$ cat config.mk
export PLATFORM = sky130hd
export DESIGN_NAME = hilo_unit_flat
export DESIGN_NICKNAME = d
export VERILOG_FILES = /design/src/rtl/hilo_unit_pkg.sv /design/src/rtl/hilo_unit_if.sv /design/src/rtl/hilo_unit_latency_counter.sv /design/src/rtl/hilo_unit.sv /design/src/flat_wrapper.sv
export SDC_FILE = /design/constraint.sdc
export NUM_CORES = 1
export LEC_CHECK = 0
export BUFFER_PORTS_ARGS = -buffer_cell sky130_fd_sc_hd__buf_4
export CAP_MARGIN = 20
export CELL_PAD_IN_SITES_DETAIL_PLACEMENT = 0
export CELL_PAD_IN_SITES_GLOBAL_PLACEMENT = 1
export CORE_MARGIN = 2
export CORE_UTILIZATION = 40
export CTS_BUF_LIST = sky130_fd_sc_hd__clkbuf_4 sky130_fd_sc_hd__clkbuf_8 sky130_fd_sc_hd__clkbuf_16
export DETAILED_ROUTE_END_ITERATION = 16
export PLACE_DENSITY_LB_ADDON = 0.1
export SLEW_MARGIN = 20
export SYNTH_ARGS = -nofsm -noshare
export SYNTH_HDL_FRONTEND = slang
export SYNTH_HIERARCHICAL = 1
export SYNTH_SLANG_ARGS = --single-unit
$ cat constraint.sdc
create_clock -name clk -period 3.5 [get_ports clk]
set_input_delay 0.7 -clock clk [delete_from_list [all_inputs] [get_ports clk]]
set_output_delay 0.7 -clock clk [all_outputs]
set_load 0.03 [all_outputs]
$ cat src/rtl/hilo_unit_pkg.sv
// Shared opcodes and widths for the HI/LO unit and the EX stage that drives it.
package hilo_unit_pkg;

  localparam int HILO_OP_W = 3;
  localparam int CNT_W     = 6;

  // ALU control codes the unit reacts to; must track the core's ALU decode table.
  localparam logic [4:0] ALU_MULT = 5'd10;
  localparam logic [4:0] ALU_DIV  = 5'd11;

  typedef enum logic [HILO_OP_W-1:0] {
    HILO_NONE = 3'd0,
    HILO_MFHI = 3'd1,
    HILO_MFLO = 3'd2,
    HILO_MTHI = 3'd3,
    HILO_MTLO = 3'd4
  } hilo_op_e;

endpackage

$ cat src/rtl/hilo_unit_if.sv
// EX-stage to HI/LO unit bundle: request side from EX, status/read data back.
interface hilo_unit_if;
  import hilo_unit_pkg::*;

  logic                 ex_valid;
  logic [4:0]           sig_alu_control;
  logic [HILO_OP_W-1:0] sig_hilo_op;
  logic [31:0]          src_a;
  logic [31:0]          src_b;
  logic [31:0]          alu_hi;
  logic [31:0]          alu_lo;
  logic [31:0]          hilo_rdata;
  logic                 stall;
  logic                 busy;
  logic                 div_zero;

  modport master (
    output ex_valid, sig_alu_control, sig_hilo_op, src_a, src_b, alu_hi, alu_lo,
    input  hilo_rdata, stall, busy, div_zero
  );

  modport slave (
    input  ex_valid, sig_alu_control, sig_hilo_op, src_a, src_b, alu_hi, alu_lo,
    output hilo_rdata, stall, busy, div_zero
  );

endinterface

$ cat src/rtl/hilo_unit_latency_counter.sv
// Down-counter modelling mult/div latency; done_o marks the edge where it reaches zero.
module hilo_latency_counter
  import hilo_unit_pkg::*;
(
  input  logic             clk,
  input  logic             rst_n,
  input  logic             load_i,
  input  logic [CNT_W-1:0] load_val_i,
  output logic             busy_o,
  output logic             done_o
);

  logic [CNT_W-1:0] cnt_q, cnt_d;

  always_comb begin
    cnt_d = cnt_q;
    if (load_i)
      cnt_d = load_val_i;
    else if (cnt_q != '0)
      cnt_d = cnt_q - 1'b1;
  end

  always_ff @(posedge clk or negedge rst_n) begin
    if (!rst_n) cnt_q <= '0;
    else        cnt_q <= cnt_d;
  end

  assign busy_o = (cnt_q != '0);
  assign done_o = (cnt_q == CNT_W'(1));

endmodule

$ cat src/rtl/hilo_unit.sv
// HI/LO register unit: captures mult/div results, holds them for a fixed latency,
// then commits; serves mfhi/mflo/mthi/mtlo and stalls EX while a result is in flight.
module hilo_unit
  import hilo_unit_pkg::*;
#(
  parameter int MULT_LATENCY = 4,
  parameter int DIV_LATENCY  = 32
) (
  input  logic        clk,
  input  logic        rst_n,
  hilo_unit_if.slave  bus
);

  localparam logic [CNT_W-1:0] MULT_LAT = CNT_W'(MULT_LATENCY);
  localparam logic [CNT_W-1:0] DIV_LAT  = CNT_W'(DIV_LATENCY);

  logic [31:0] hi_q, hi_d, lo_q, lo_d;
  logic [31:0] pend_hi_q, pend_hi_d, pend_lo_q, pend_lo_d;
  logic        div_zero_q, div_zero_d;
  logic        busy, commit;
  logic        is_mult, is_div, is_md, is_hop, accept_md, accept_hop, div_by_zero;

  assign is_mult     = bus.ex_valid && (bus.sig_alu_control == ALU_MULT);
  assign is_div      = bus.ex_valid && (bus.sig_alu_control == ALU_DIV);
  assign is_md       = is_mult || is_div;
  assign is_hop      = bus.ex_valid && (bus.sig_hilo_op != HILO_NONE);
  // A hilo op decoded alongside mult/div is dropped; mult/div takes priority.
  assign accept_md   = is_md && !busy;
  assign accept_hop  = is_hop && !is_md && !busy;
  assign div_by_zero = is_div && (bus.src_b == 32'h0);

  hilo_latency_counter u_cnt (
    .clk        (clk),
    .rst_n      (rst_n),
    .load_i     (accept_md),
    .load_val_i (is_div ? DIV_LAT : MULT_LAT),
    .busy_o     (busy),
    .done_o     (commit)
  );

  always_comb begin
    hi_d       = hi_q;
    lo_d       = lo_q;
    pend_hi_d  = pend_hi_q;
    pend_lo_d  = pend_lo_q;
    div_zero_d = 1'b0;
    if (commit) begin
      hi_d = pend_hi_q;
      lo_d = pend_lo_q;
    end
    if (accept_hop && bus.sig_hilo_op == HILO_MTHI) hi_d = bus.src_a;
    if (accept_hop && bus.sig_hilo_op == HILO_MTLO) lo_d = bus.src_a;
    if (accept_md) begin
      if (div_by_zero) begin
        pend_hi_d  = bus.src_a;
        pend_lo_d  = 32'hFFFF_FFFF;
        div_zero_d = 1'b1;
      end else begin
        pend_hi_d  = bus.alu_hi;
        pend_lo_d  = bus.alu_lo;
      end
    end
  end

  always_ff @(posedge clk or negedge rst_n) begin
    if (!rst_n) begin
      hi_q       <= '0;
      lo_q       <= '0;
      pend_hi_q  <= '0;
      pend_lo_q  <= '0;
      div_zero_q <= 1'b0;
    end else begin
      hi_q       <= hi_d;
      lo_q       <= lo_d;
      pend_hi_q  <= pend_hi_d;
      pend_lo_q  <= pend_lo_d;
      div_zero_q <= div_zero_d;
    end
  end

  always_comb begin
    bus.hilo_rdata = 32'h0;
    if (accept_hop && bus.sig_hilo_op == HILO_MFHI) bus.hilo_rdata = hi_q;
    if (accept_hop && bus.sig_hilo_op == HILO_MFLO) bus.hilo_rdata = lo_q;
  end

  assign bus.stall    = busy && (is_md || is_hop);
  assign bus.busy     = busy;
  assign bus.div_zero = div_zero_q;

endmodule
$ cat src/flat_wrapper.sv
// flat-port wrapper written by rule: the top's interface ports become plain ports
module hilo_unit_flat import hilo_unit_pkg::*;
#(
  parameter int MULT_LATENCY = 4,
  parameter int DIV_LATENCY  = 32
)
  (clk, rst_n, bus_ex_valid, bus_sig_alu_control, bus_sig_hilo_op, bus_src_a, bus_src_b, bus_alu_hi, bus_alu_lo, bus_hilo_rdata, bus_stall, bus_busy, bus_div_zero);
  hilo_unit_if bus_i ();
  input  logic clk;
  input  logic rst_n;
  input wire logic [$bits(bus_i.ex_valid)-1:0] bus_ex_valid;
  input wire logic [$bits(bus_i.sig_alu_control)-1:0] bus_sig_alu_control;
  input wire logic [$bits(bus_i.sig_hilo_op)-1:0] bus_sig_hilo_op;
  input wire logic [$bits(bus_i.src_a)-1:0] bus_src_a;
  input wire logic [$bits(bus_i.src_b)-1:0] bus_src_b;
  input wire logic [$bits(bus_i.alu_hi)-1:0] bus_alu_hi;
  input wire logic [$bits(bus_i.alu_lo)-1:0] bus_alu_lo;
  output wire logic [$bits(bus_i.hilo_rdata)-1:0] bus_hilo_rdata;
  output wire logic [$bits(bus_i.stall)-1:0] bus_stall;
  output wire logic [$bits(bus_i.busy)-1:0] bus_busy;
  output wire logic [$bits(bus_i.div_zero)-1:0] bus_div_zero;
  assign bus_i.ex_valid = bus_ex_valid;
  assign bus_i.sig_alu_control = bus_sig_alu_control;
  assign bus_i.sig_hilo_op = bus_sig_hilo_op;
  assign bus_i.src_a = bus_src_a;
  assign bus_i.src_b = bus_src_b;
  assign bus_i.alu_hi = bus_alu_hi;
  assign bus_i.alu_lo = bus_alu_lo;
  assign bus_hilo_rdata = bus_i.hilo_rdata;
  assign bus_stall = bus_i.stall;
  assign bus_busy = bus_i.busy;
  assign bus_div_zero = bus_i.div_zero;
  hilo_unit #(.MULT_LATENCY(MULT_LATENCY), .DIV_LATENCY(DIV_LATENCY)) u_core (.clk(clk), .rst_n(rst_n), .bus(bus_i));
endmodule
# [Word level (Yosys, flattened, before mapping)]
# Cells that the tools add are included.
[word_totals] mem_bits_ro=0 reg_bits=135 inputBits=139 elab_cells=49 mem_bits_rw=0 memories=0 output_inout_bits=35 latch_bits=0
[classes] n_bitwise=0 n_lt_le_gt_ge=0 mul=0 reduce_logical=22 n_mux=13 div_mod_pow=0 n_shift=0 n_addsub=1 eq_ne=7
[ops] operator="two-way mux 32 bit" count=8
[ops] operator="zero test 32 bit" count=1
[ops] operator="two-way mux 6 bit" count=3
[ops] operator="logical AND 1 bit" count=12
[ops] operator="== test 5 x 4 -> 1 bit, second input constant" count=2
[ops] operator="== test 3 x 2 -> 1 bit, second input constant" count=2
[ops] operator="== test 6 x 1 -> 1 bit, second input constant" count=1
[ops] operator="nonzero test 2 bit" count=3
[ops] operator="nonzero test 6 bit" count=1
[ops] operator="subtractor 6 x 1 -> 6 bit, second input constant" count=1
[ops] operator="== test 3 x 1 -> 1 bit, second input constant" count=1
[ops] operator="== test 3 bit, second input constant" count=1
[ops] operator="nonzero test 3 bit" count=1
[ops] operator="zero test 1 bit" count=2
[ops] operator="logical OR 1 bit" count=2
[ops] operator="two-way mux 1 bit" count=2

# [Longest topological paths before layout]
# Gate-level depths: netlist of run 1.
[depth] ltp_word=9 mapped_depth=12 mapped_depth_nobuf=8

# [By module]
# The synthesis of run 1 kept the hierarchy.
[by_module_without_submodules] module="hilo_unit" cells_per_inst=668 area_each_um2=6354.8 seq_area_each_um2=3228.1 n_inst=1
[by_module_without_submodules] module="hilo_latency_counter" cells_per_inst=43 area_each_um2=405.4 seq_area_each_um2=150.1 n_inst=1

# [Worst setup path after synthesis of run 1]
# Ideal clock, no wire load.
[synth_path] kind="register to output" start="register u_core.u_cnt.cnt_q[4]" end="output port bus_hilo_rdata[10]" arrival_ps=2256 stages_incl_launch_ff=9 required_time_ps=2800 path_slack_ps=544 cell_sequence="dfrtp_1 -> nor4_4 -> and2_1 -> inv_1 -> nor3b_2 -> and4bb_1 -> clkbuf_1 -> buf_2 -> a22o_1"
[synth_between] elab_chain_len=6 elab_cells_between_ends=7
[synth_lines] element="start: declaration" line="hilo_unit_latency_counter.sv:13" source="logic [CNT_W-1:0] cnt_q, cnt_d;"
[synth_lines] element="start signal: assignment" line="hilo_unit_latency_counter.sv:25" source="else cnt_q <= cnt_d;"
[synth_lines] element="nonzero test 6 bit *" line="hilo_unit_latency_counter.sv:28" source="assign busy_o = (cnt_q != '0);"
[synth_lines] element="net bus_busy" line="flat_wrapper.sv:20" source="output wire logic [$bits(bus_i.busy)-1:0] bus_busy;"
[synth_lines] element="zero test 1 bit *" line="hilo_unit.sv:29" source="assign accept_hop = is_hop && !is_md && !busy;"
[synth_lines] element="logical AND 1 bit *" line="hilo_unit.sv:29"
[synth_lines] element="logical AND 1 bit" line="hilo_unit.sv:83" source="if (accept_hop && bus.sig_hilo_op == HILO_MFHI) bus.hilo_rdata = hi_q;"
[synth_lines] element="two-way mux 32 bit" line="hilo_unit.sv:83"
[synth_lines] element="two-way mux 32 bit *" line="hilo_unit.sv:84" source="if (accept_hop && bus.sig_hilo_op == HILO_MFLO) bus.hilo_rdata = lo_q;"
[synth_lines] element="end: declaration" line="flat_wrapper.sv:18" source="output wire logic [$bits(bus_i.hilo_rdata)-1:0] bus_hilo_rdata;"
# Mark *: on every way through the listed nets, which the timed path passes. The rest lies on a longest branch.

# [Final worst setup path of run 1]
[layout_path] start="register u_core.u_cnt.cnt_q[1]" end="output port bus_hilo_rdata[22]"
[layout_between] elab_chain_len=6 elab_cells_between_ends=7
[layout_lines] element="nonzero test 6 bit *" line="hilo_unit_latency_counter.sv:28"
[layout_lines] element="zero test 1 bit *" line="hilo_unit.sv:29"
[layout_lines] element="logical AND 1 bit *" line="hilo_unit.sv:29"
[layout_lines] element="logical AND 1 bit" line="hilo_unit.sv:83"
[layout_lines] element="two-way mux 32 bit" line="hilo_unit.sv:83"
[layout_lines] element="two-way mux 32 bit *" line="hilo_unit.sv:84"
# Mark *: on every way between the ends. The rest lies on a longest branch, timed or not.

==> results of run 1 <==
cell families (layout without fill, tap and decap cells):
group           Yosys count  count (layout)  synth area share, %
compound gates          203             203                18.19
xor+xnor                  1               1               0.1296
fa+ha+maj                 2               2               0.3701
buf+inv                  64             228                5.330
flops                   135             135                49.97
mux                      66              66                9.791
other cells               1               4              0.05547
simple gates            239             239                16.16
sequential cells by signal (all words and copies together), names as in the netlist:
name and count:
u_core/bus.div_zero 1, u_core/hi_q 32, u_core/lo_q 32, u_core/pend_hi_q 32, u_core/pend_lo_q 32, u_core/u_cnt/cnt_q 6
layout make-up:
type                    instances  share of cell area [%]
flip-flops and latches        135                   38.20
multi-input cells             515                   34.56
repair buffers                190                   16.68
clock buffers                  20                   5.207
well taps                     220                   3.113
clock inverters                12                   1.967
inverters                       6                  0.2688
synthesized netlist by cell type (all sizes together):
library cell / count / share of area, %
a21boi: 1 / 0.11
a21oi: 99 / 7.3
a22o: 32 / 4.1
a31o: 2 / 0.26
a31oi: 32 / 3.0
and2: 2 / 0.19
and2b: 1 / 0.11
and3: 2 / 0.19
and4bb: 2 / 0.37
buf: 32 / 3.3
bufbuf: 1 / 0.28
clkbuf: 25 / 1.4
conb: 1 / 0.055
dfrtp: 135 / 50
ha: 2 / 0.37
inv: 6 / 0.33
mux2: 1 / 0.17
mux2i: 65 / 9.6
nand2: 11 / 0.65
nand2b: 1 / 0.093
nand3: 34 / 2.7
nand4b: 1 / 0.13
nor2: 164 / 9.1
nor2b: 1 / 0.093
nor3: 4 / 0.54
nor3b: 2 / 0.30
nor4: 11 / 1.3
o21ai: 35 / 3.1
o31ai: 2 / 0.30
or2: 1 / 0.093
or2b: 1 / 0.11
or4: 1 / 0.17
xnor2: 1 / 0.13
worst max path at each step:
stage	endpoint	slack, ns	cells past startpoint	from
final	bus_hilo_rdata[22]	0.17	9	u_core/u_cnt/cnt_q[1]
after global placement	bus_hilo_rdata[14]	0.51	8	u_core/u_cnt/cnt_q[2]
after floorplan	bus_hilo_rdata[10]	0.54	8	u_core/u_cnt/cnt_q[4]
after global routing	bus_hilo_rdata[24]	0.007	9	u_core/u_cnt/cnt_q[0]
after CTS	bus_hilo_rdata[22]	0.003	9	u_core/u_cnt/cnt_q[0]
after detailed placement	bus_hilo_rdata[22]	0.41	8	u_core/u_cnt/cnt_q[2]
per-stage QoR:
stage / cells / util [%] / hold WS [ns]
2_1_floorplan: 714 / - / 0.4044
3_3_place_gp: 1065 / 49.53 / 0.5123
6_report: 1098 / 53.52 / 0.3236
4_1_cts: 1098 / 53.42 / 0.3611
5_1_grt: 1098 / 53.52 / 0.3769
3_5_place_dp: 1065 / 49.53 / 0.5238
routing by layer:
metal / vias to the layer above / global-route usage [%] / share of wire [%]
met5: - / 0 / 0
met1: 2891 / 29.38 / 43
li1: 2824 / - / -
met2: 185 / 37.64 / 49
met3: 25 / 5.329 / 6.4
met4: 0 / 8.806 / 1.7
power by group through the flow:
stage               sequential (W)  combinational (W)  clock (W)
detailed placement         0.00249            0.00117          0
finish                     0.00247            0.00118    0.00190
global route               0.00252            0.00133    0.00201
global placement           0.00248            0.00112          0
CTS                        0.00246            0.00118    0.00194
floorplan                  0.00234           0.000839          0
what timing repair did:
item	CTS	global route
resized for setup	0	5
setup endpoints to repair	17	32
gates cloned	0	0
setup buffers	1	0
pin swaps	1	0
==> flow_summary_export.csv, run 1 <==
group,metric,value,unit
worst_setup_path,timing.rr.start,"u_core/u_cnt/cnt_q[1]",
drt,ant_nets,0,
global_routing,globalRouteTotalUtil,22.87,%
finish,layout_common_cells,"184 x buf_4, 163 x nor2_1, 135 x dfrtp_1",
timing,fmax,300.4,MHz
clocking,clock-root-buffer,"clkbuf_16",
pwr,power,0.005543,W
pwr,comb_power_share,21.2,%
timing,period_needed,3.329,ns
outcome,outcome,"finished, final reports clean",
timing,setup_viol,0,
worst_setup_path,r2r-end,"u_core/u_cnt/cnt_q[2]",
clocking,clock-sinks,135,
worst_setup_path,r2r.worst_path.cells,8,
synth,yosysSeqAreaShare,49.97,%
timing,skew,0.003909,ns
worst_setup_path,crit_slowest_cell,"dfrtp_1",
finish,fillers,1578,
pwr,netSwitchingFraction,28.46,%
placement,gp_congestion,0.8243,
clocking,clk_path_buf_depth,2,
worst_setup_path,worstPathRequired,2.80,ns
timing,drv_slew,0,
drt,firstDrtPassIters,5,
clocking,cts_buffers,17,
clocking,cts_tree,"done",
worst_setup_path,cp_common_cell,"inv_1",
floorplan,die_height,134,um
floorplan,die_w,134,um
global_routing,overflow,0,
global_routing,antenna_found_initial,0,
worst_setup_path,start_kind,"register",
worst_setup_path,worst-setup-path-type,"reg2out",
synth,synth_cell_type_count,47,
worst_setup_path,arrival,2.63,ns
worst_setup_path,critPathBufInv,4,
floorplan,ios,174,
floorplan,design.core.area,16520,um^2
worst_setup_path,slowest_delay,0.39,ns
floorplan,initial_core_util,40.91,%
worst_setup_path,critical-path-top-delay-family,"simple AND/OR/NAND/NOR gates",
finish,final_common_cell,"buf_4",
finish,register_area,3378,um^2
clocking,cts_hold_repair.buffers,0,
drt,vias,5925,
worst_setup_path,end_kind,"output port",
worst_setup_path,path_max_fanout,17,
synth,postSynthCellCount,711,
clocking,clkTransAtPathRegs,0.06,ns
drt,drc,0,
worst_setup_path,r2r_slack,1.12,ns
global_routing,grt_pass1_vias,6078,
worst_setup_path,worstPathCellList,"inv_1 > ha_2 > and2_1 > inv_1 > nor3b_4 > and4bb_2 > buf_6 > a22o_1 > buf_4",
finish,nets,1006,
timing,final-hold-violation-count,0,
placement,pre_cts_ws,0.4094,ns
synth,synth_area,6760,um^2
pwr,pwr-share-seq,44.5,%
finish,diodes,0,
synth,ys_warn_count,6,
pwr,p_int,0.003965,W
timing,layout_worst_path_cycle_share,95.11,%
drt,drt_iter0_markers,270,
drt,viasPerCell,5.396,
placement,place_area,8185,um^2
pwr,p_leak,3.966,nW
drt,routed_wl,19.92,mm
finish,area_delta_synth_final,30.82,%
floorplan,dieArea,17960,um^2
global_routing,grt_pass1_wl,31.94,mm
pwr,power_switching,0.001578,W
timing,grt_setup_unrepaired,"no",
finish,stdcell_area,8843,um^2
global_routing,grt_max_degree,108,
finish,multi_input_area,3057,um^2
synth,synth_area_per_cell,9.508,um^2
synth,synth.ff_latch_count,135,
flow_run,drv_cap,0,
placement,hpwl,12.99,mm
pwr,p_per_area,626.8,nW/um^2
worst_hold_path,hold_class,"in2async",
timing,worst_slew_pin_slew,0.8263,ns
timing,relSlewSlack,44.72,%
placement,numPortBuffers,173,
pwr,power.share.clock,34.3,%
drt,wl_per_cell,18.15,um
clocking,htreeDepth,4,
floorplan,num_rows,47,
pwr,ir_drop,0.3889,mV
clocking,clk_latency,0.41,ns
timing,fin_setup_tns,0,ns
finish,drive_gt1_share,28.59,%
timing,fin_ws,0.1712,ns
Power figures use the tool's default switching activity.
==> run 2, diff against run 1 <==
--- a/config.mk
+++ b/config.mk
@@ -13,6 +13,7 @@
 export CORE_UTILIZATION = 40
 export CTS_BUF_LIST = sky130_fd_sc_hd__clkbuf_4 sky130_fd_sc_hd__clkbuf_8 sky130_fd_sc_hd__clkbuf_16
 export DETAILED_ROUTE_END_ITERATION = 16
+export MAX_ROUTING_LAYER = met4
 export PLACE_DENSITY_LB_ADDON = 0.1
 export SLEW_MARGIN = 20
 export SYNTH_ARGS = -nofsm -noshare
==> run 2 against run 1 <==
Routed wire length fell by 0.18%. Count of clock-buffer cells in the layout stayed put. Die area is the same. Via count shrank 0.61%. Worst setup slack better by 0.012 ns. Total power is essentially flat. Largest cell class unchanged. Non-clock buffer count stayed put. Combinational power is essentially flat.
==> flow_summary_export.csv, run 2 (synthesized netlist as in run 1, its figures left out) <==
group,metric,value,unit
timing,skew,0.007820,ns
pwr,power_switching,0.001574,W
drt,ant_nets,0,
clocking,clock-root-buffer,"clkbuf_16",
floorplan,design.core.area,16520,um^2
floorplan,ios,174,
placement,numPortBuffers,173,
finish,fillers,1578,
worst_setup_path,critical-path-top-delay-family,"simple AND/OR/NAND/NOR gates",
pwr,p_leak,3.966,nW
worst_setup_path,critPathBufInv,4,
pwr,comb_power_share,21.2,%
floorplan,initial_core_util,40.91,%
worst_setup_path,worst-setup-path-type,"reg2out",
worst_setup_path,arrival,2.62,ns
finish,layout_common_cells,"184 x buf_4, 163 x nor2_1, 135 x dfrtp_1",
worst_setup_path,worstPathRequired,2.80,ns
timing,worst_slew_pin_slew,0.8357,ns
floorplan,num_rows,47,
pwr,power.share.clock,34.3,%
global_routing,grt_max_degree,108,
clocking,clock-sinks,135,
worst_setup_path,slowest_delay,0.39,ns
worst_setup_path,worstPathCellList,"inv_1 > ha_2 > and2_1 > inv_1 > nor3b_4 > and4bb_2 > buf_6 > a22o_1 > buf_4",
pwr,netSwitchingFraction,28.41,%
timing,final-hold-violation-count,0,
pwr,p_int,0.003966,W
drt,viasPerCell,5.363,
timing,period_needed,3.316,ns
worst_setup_path,crit_slowest_cell,"dfrtp_1",
worst_hold_path,hold_class,"in2async",
placement,hpwl,12.99,mm
worst_setup_path,start_kind,"register",
clocking,cts_buffers,17,
global_routing,globalRouteTotalUtil,23.57,%
global_routing,grt_pass1_wl,31.95,mm
timing,drv_slew,0,
timing,fin_setup_tns,0,ns
pwr,pwr-share-seq,44.5,%
placement,pre_cts_ws,0.4094,ns
finish,nets,1006,
worst_setup_path,end_kind,"output port",
worst_setup_path,path_max_fanout,17,
finish,drive_gt1_share,28.59,%
timing,fin_ws,0.1835,ns
global_routing,grt_pass1_vias,6080,
timing,fmax,301.5,MHz
drt,routed_wl,19.89,mm
clocking,clkTransAtPathRegs,0.06,ns
floorplan,die_w,134,um
timing,layout_worst_path_cycle_share,94.76,%
drt,wl_per_cell,18.11,um
outcome,outcome,"finished, final reports clean",
worst_setup_path,cp.depth,9,
finish,final_common_cell,"buf_4",
finish,area_delta_synth_final,30.82,%
pwr,ir_drop,0.3837,mV
drt,firstDrtPassIters,4,
clocking,cts_tree,"done",
worst_setup_path,cp_common_cell,"inv_1",
flow_run,drv_cap,0,
floorplan,dieArea,17960,um^2
global_routing,antenna_found_initial,0,
drt,drc,0,
drt,vias,5889,
timing,relSlewSlack,44.09,%
floorplan,die_height,134,um
placement,gp_congestion,0.8367,
global_routing,overflow,0,
worst_setup_path,r2r.worst_path.cells,8,
pwr,power,0.005540,W
clocking,clk_path_buf_depth,2,
timing,grt_setup_unrepaired,"no",
drt,drt_iter0_markers,300,
clocking,htreeDepth,4,
pwr,p_per_area,626.4,nW/um^2
finish,diodes,0,
clocking,clk_latency,0.42,ns
timing,setup_viol,0,
worst_setup_path,r2r_slack,1.13,ns
==> run 2: worst paths after layout <==
check	from	endpoint
worst max-delay path	u_core/u_cnt/cnt_q[1]	bus_hilo_rdata[22]
min in group clk	u_core/pend_lo_q[14]	u_core/pend_lo_q[14]
worst max register to register	u_core/u_cnt/cnt_q[1]	u_core/u_cnt/cnt_q[2]
max in group asynchronous	rst_n	u_core/pend_hi_q[14]
worst min register to register	u_core/pend_lo_q[14]	u_core/pend_lo_q[14]
worst min-delay path	rst_n	u_core/lo_q[26]
==> run 2: what timing repair did <==
item / 4_1_cts / 5_1_grt
pin swaps: 1 / 0
setup buffers: 1 / 0
gates resized for setup: 0 / 5
setup endpoints to repair: 17 / 32
cloned: 0 / 0
hold buffers: 0 / 0
==> run 2: area by class of cell <==
type | instances | area [um^2] | share of cell area (%)
repair buffers | 190 | 1475 | 16.68
clock buffers | 20 | 460.4 | 5.207
clock inverters | 12 | 173.9 | 1.967
inverters | 6 | 23.77 | 0.2688
multi-input cells | 515 | 3057 | 34.56
flip-flops and latches | 135 | 3378 | 38.20
well taps | 220 | 275.3 | 3.113
==> run 2: through the flow <==
step	util [%]	instance area (um^2)	hold WS, ns	std cells
5_1_grt	53.52	8843	0.3778	1098
6_report	53.52	8843	0.3400	1098
4_1_cts	53.42	8827	0.3611	1098
3_5_place_dp	49.53	8185	0.5238	1065
3_3_place_gp	49.53	8185	0.5123	1065
2_1_floorplan	-	6771	0.4044	714
==> run 2: routing by layer <==
metal  GRT usage [%]  up-vias  wire length (um)
li1                -     2823                 -
met1           29.70     2881              8732
met2           37.41      168              9842
met3           5.178       17              1039
met4           8.806        0               274
met5               -        -                 0
==> run 2: power groups by stage <==
stage | combinational, W | clock (W) | sequential (W)
floorplan | 0.000839 | 0 | 0.00234
global placement | 0.00112 | 0 | 0.00248
detailed placement | 0.00117 | 0 | 0.00249
CTS | 0.00118 | 0.00194 | 0.00246
global route | 0.00133 | 0.00201 | 0.00252
finish | 0.00118 | 0.00190 | 0.00246
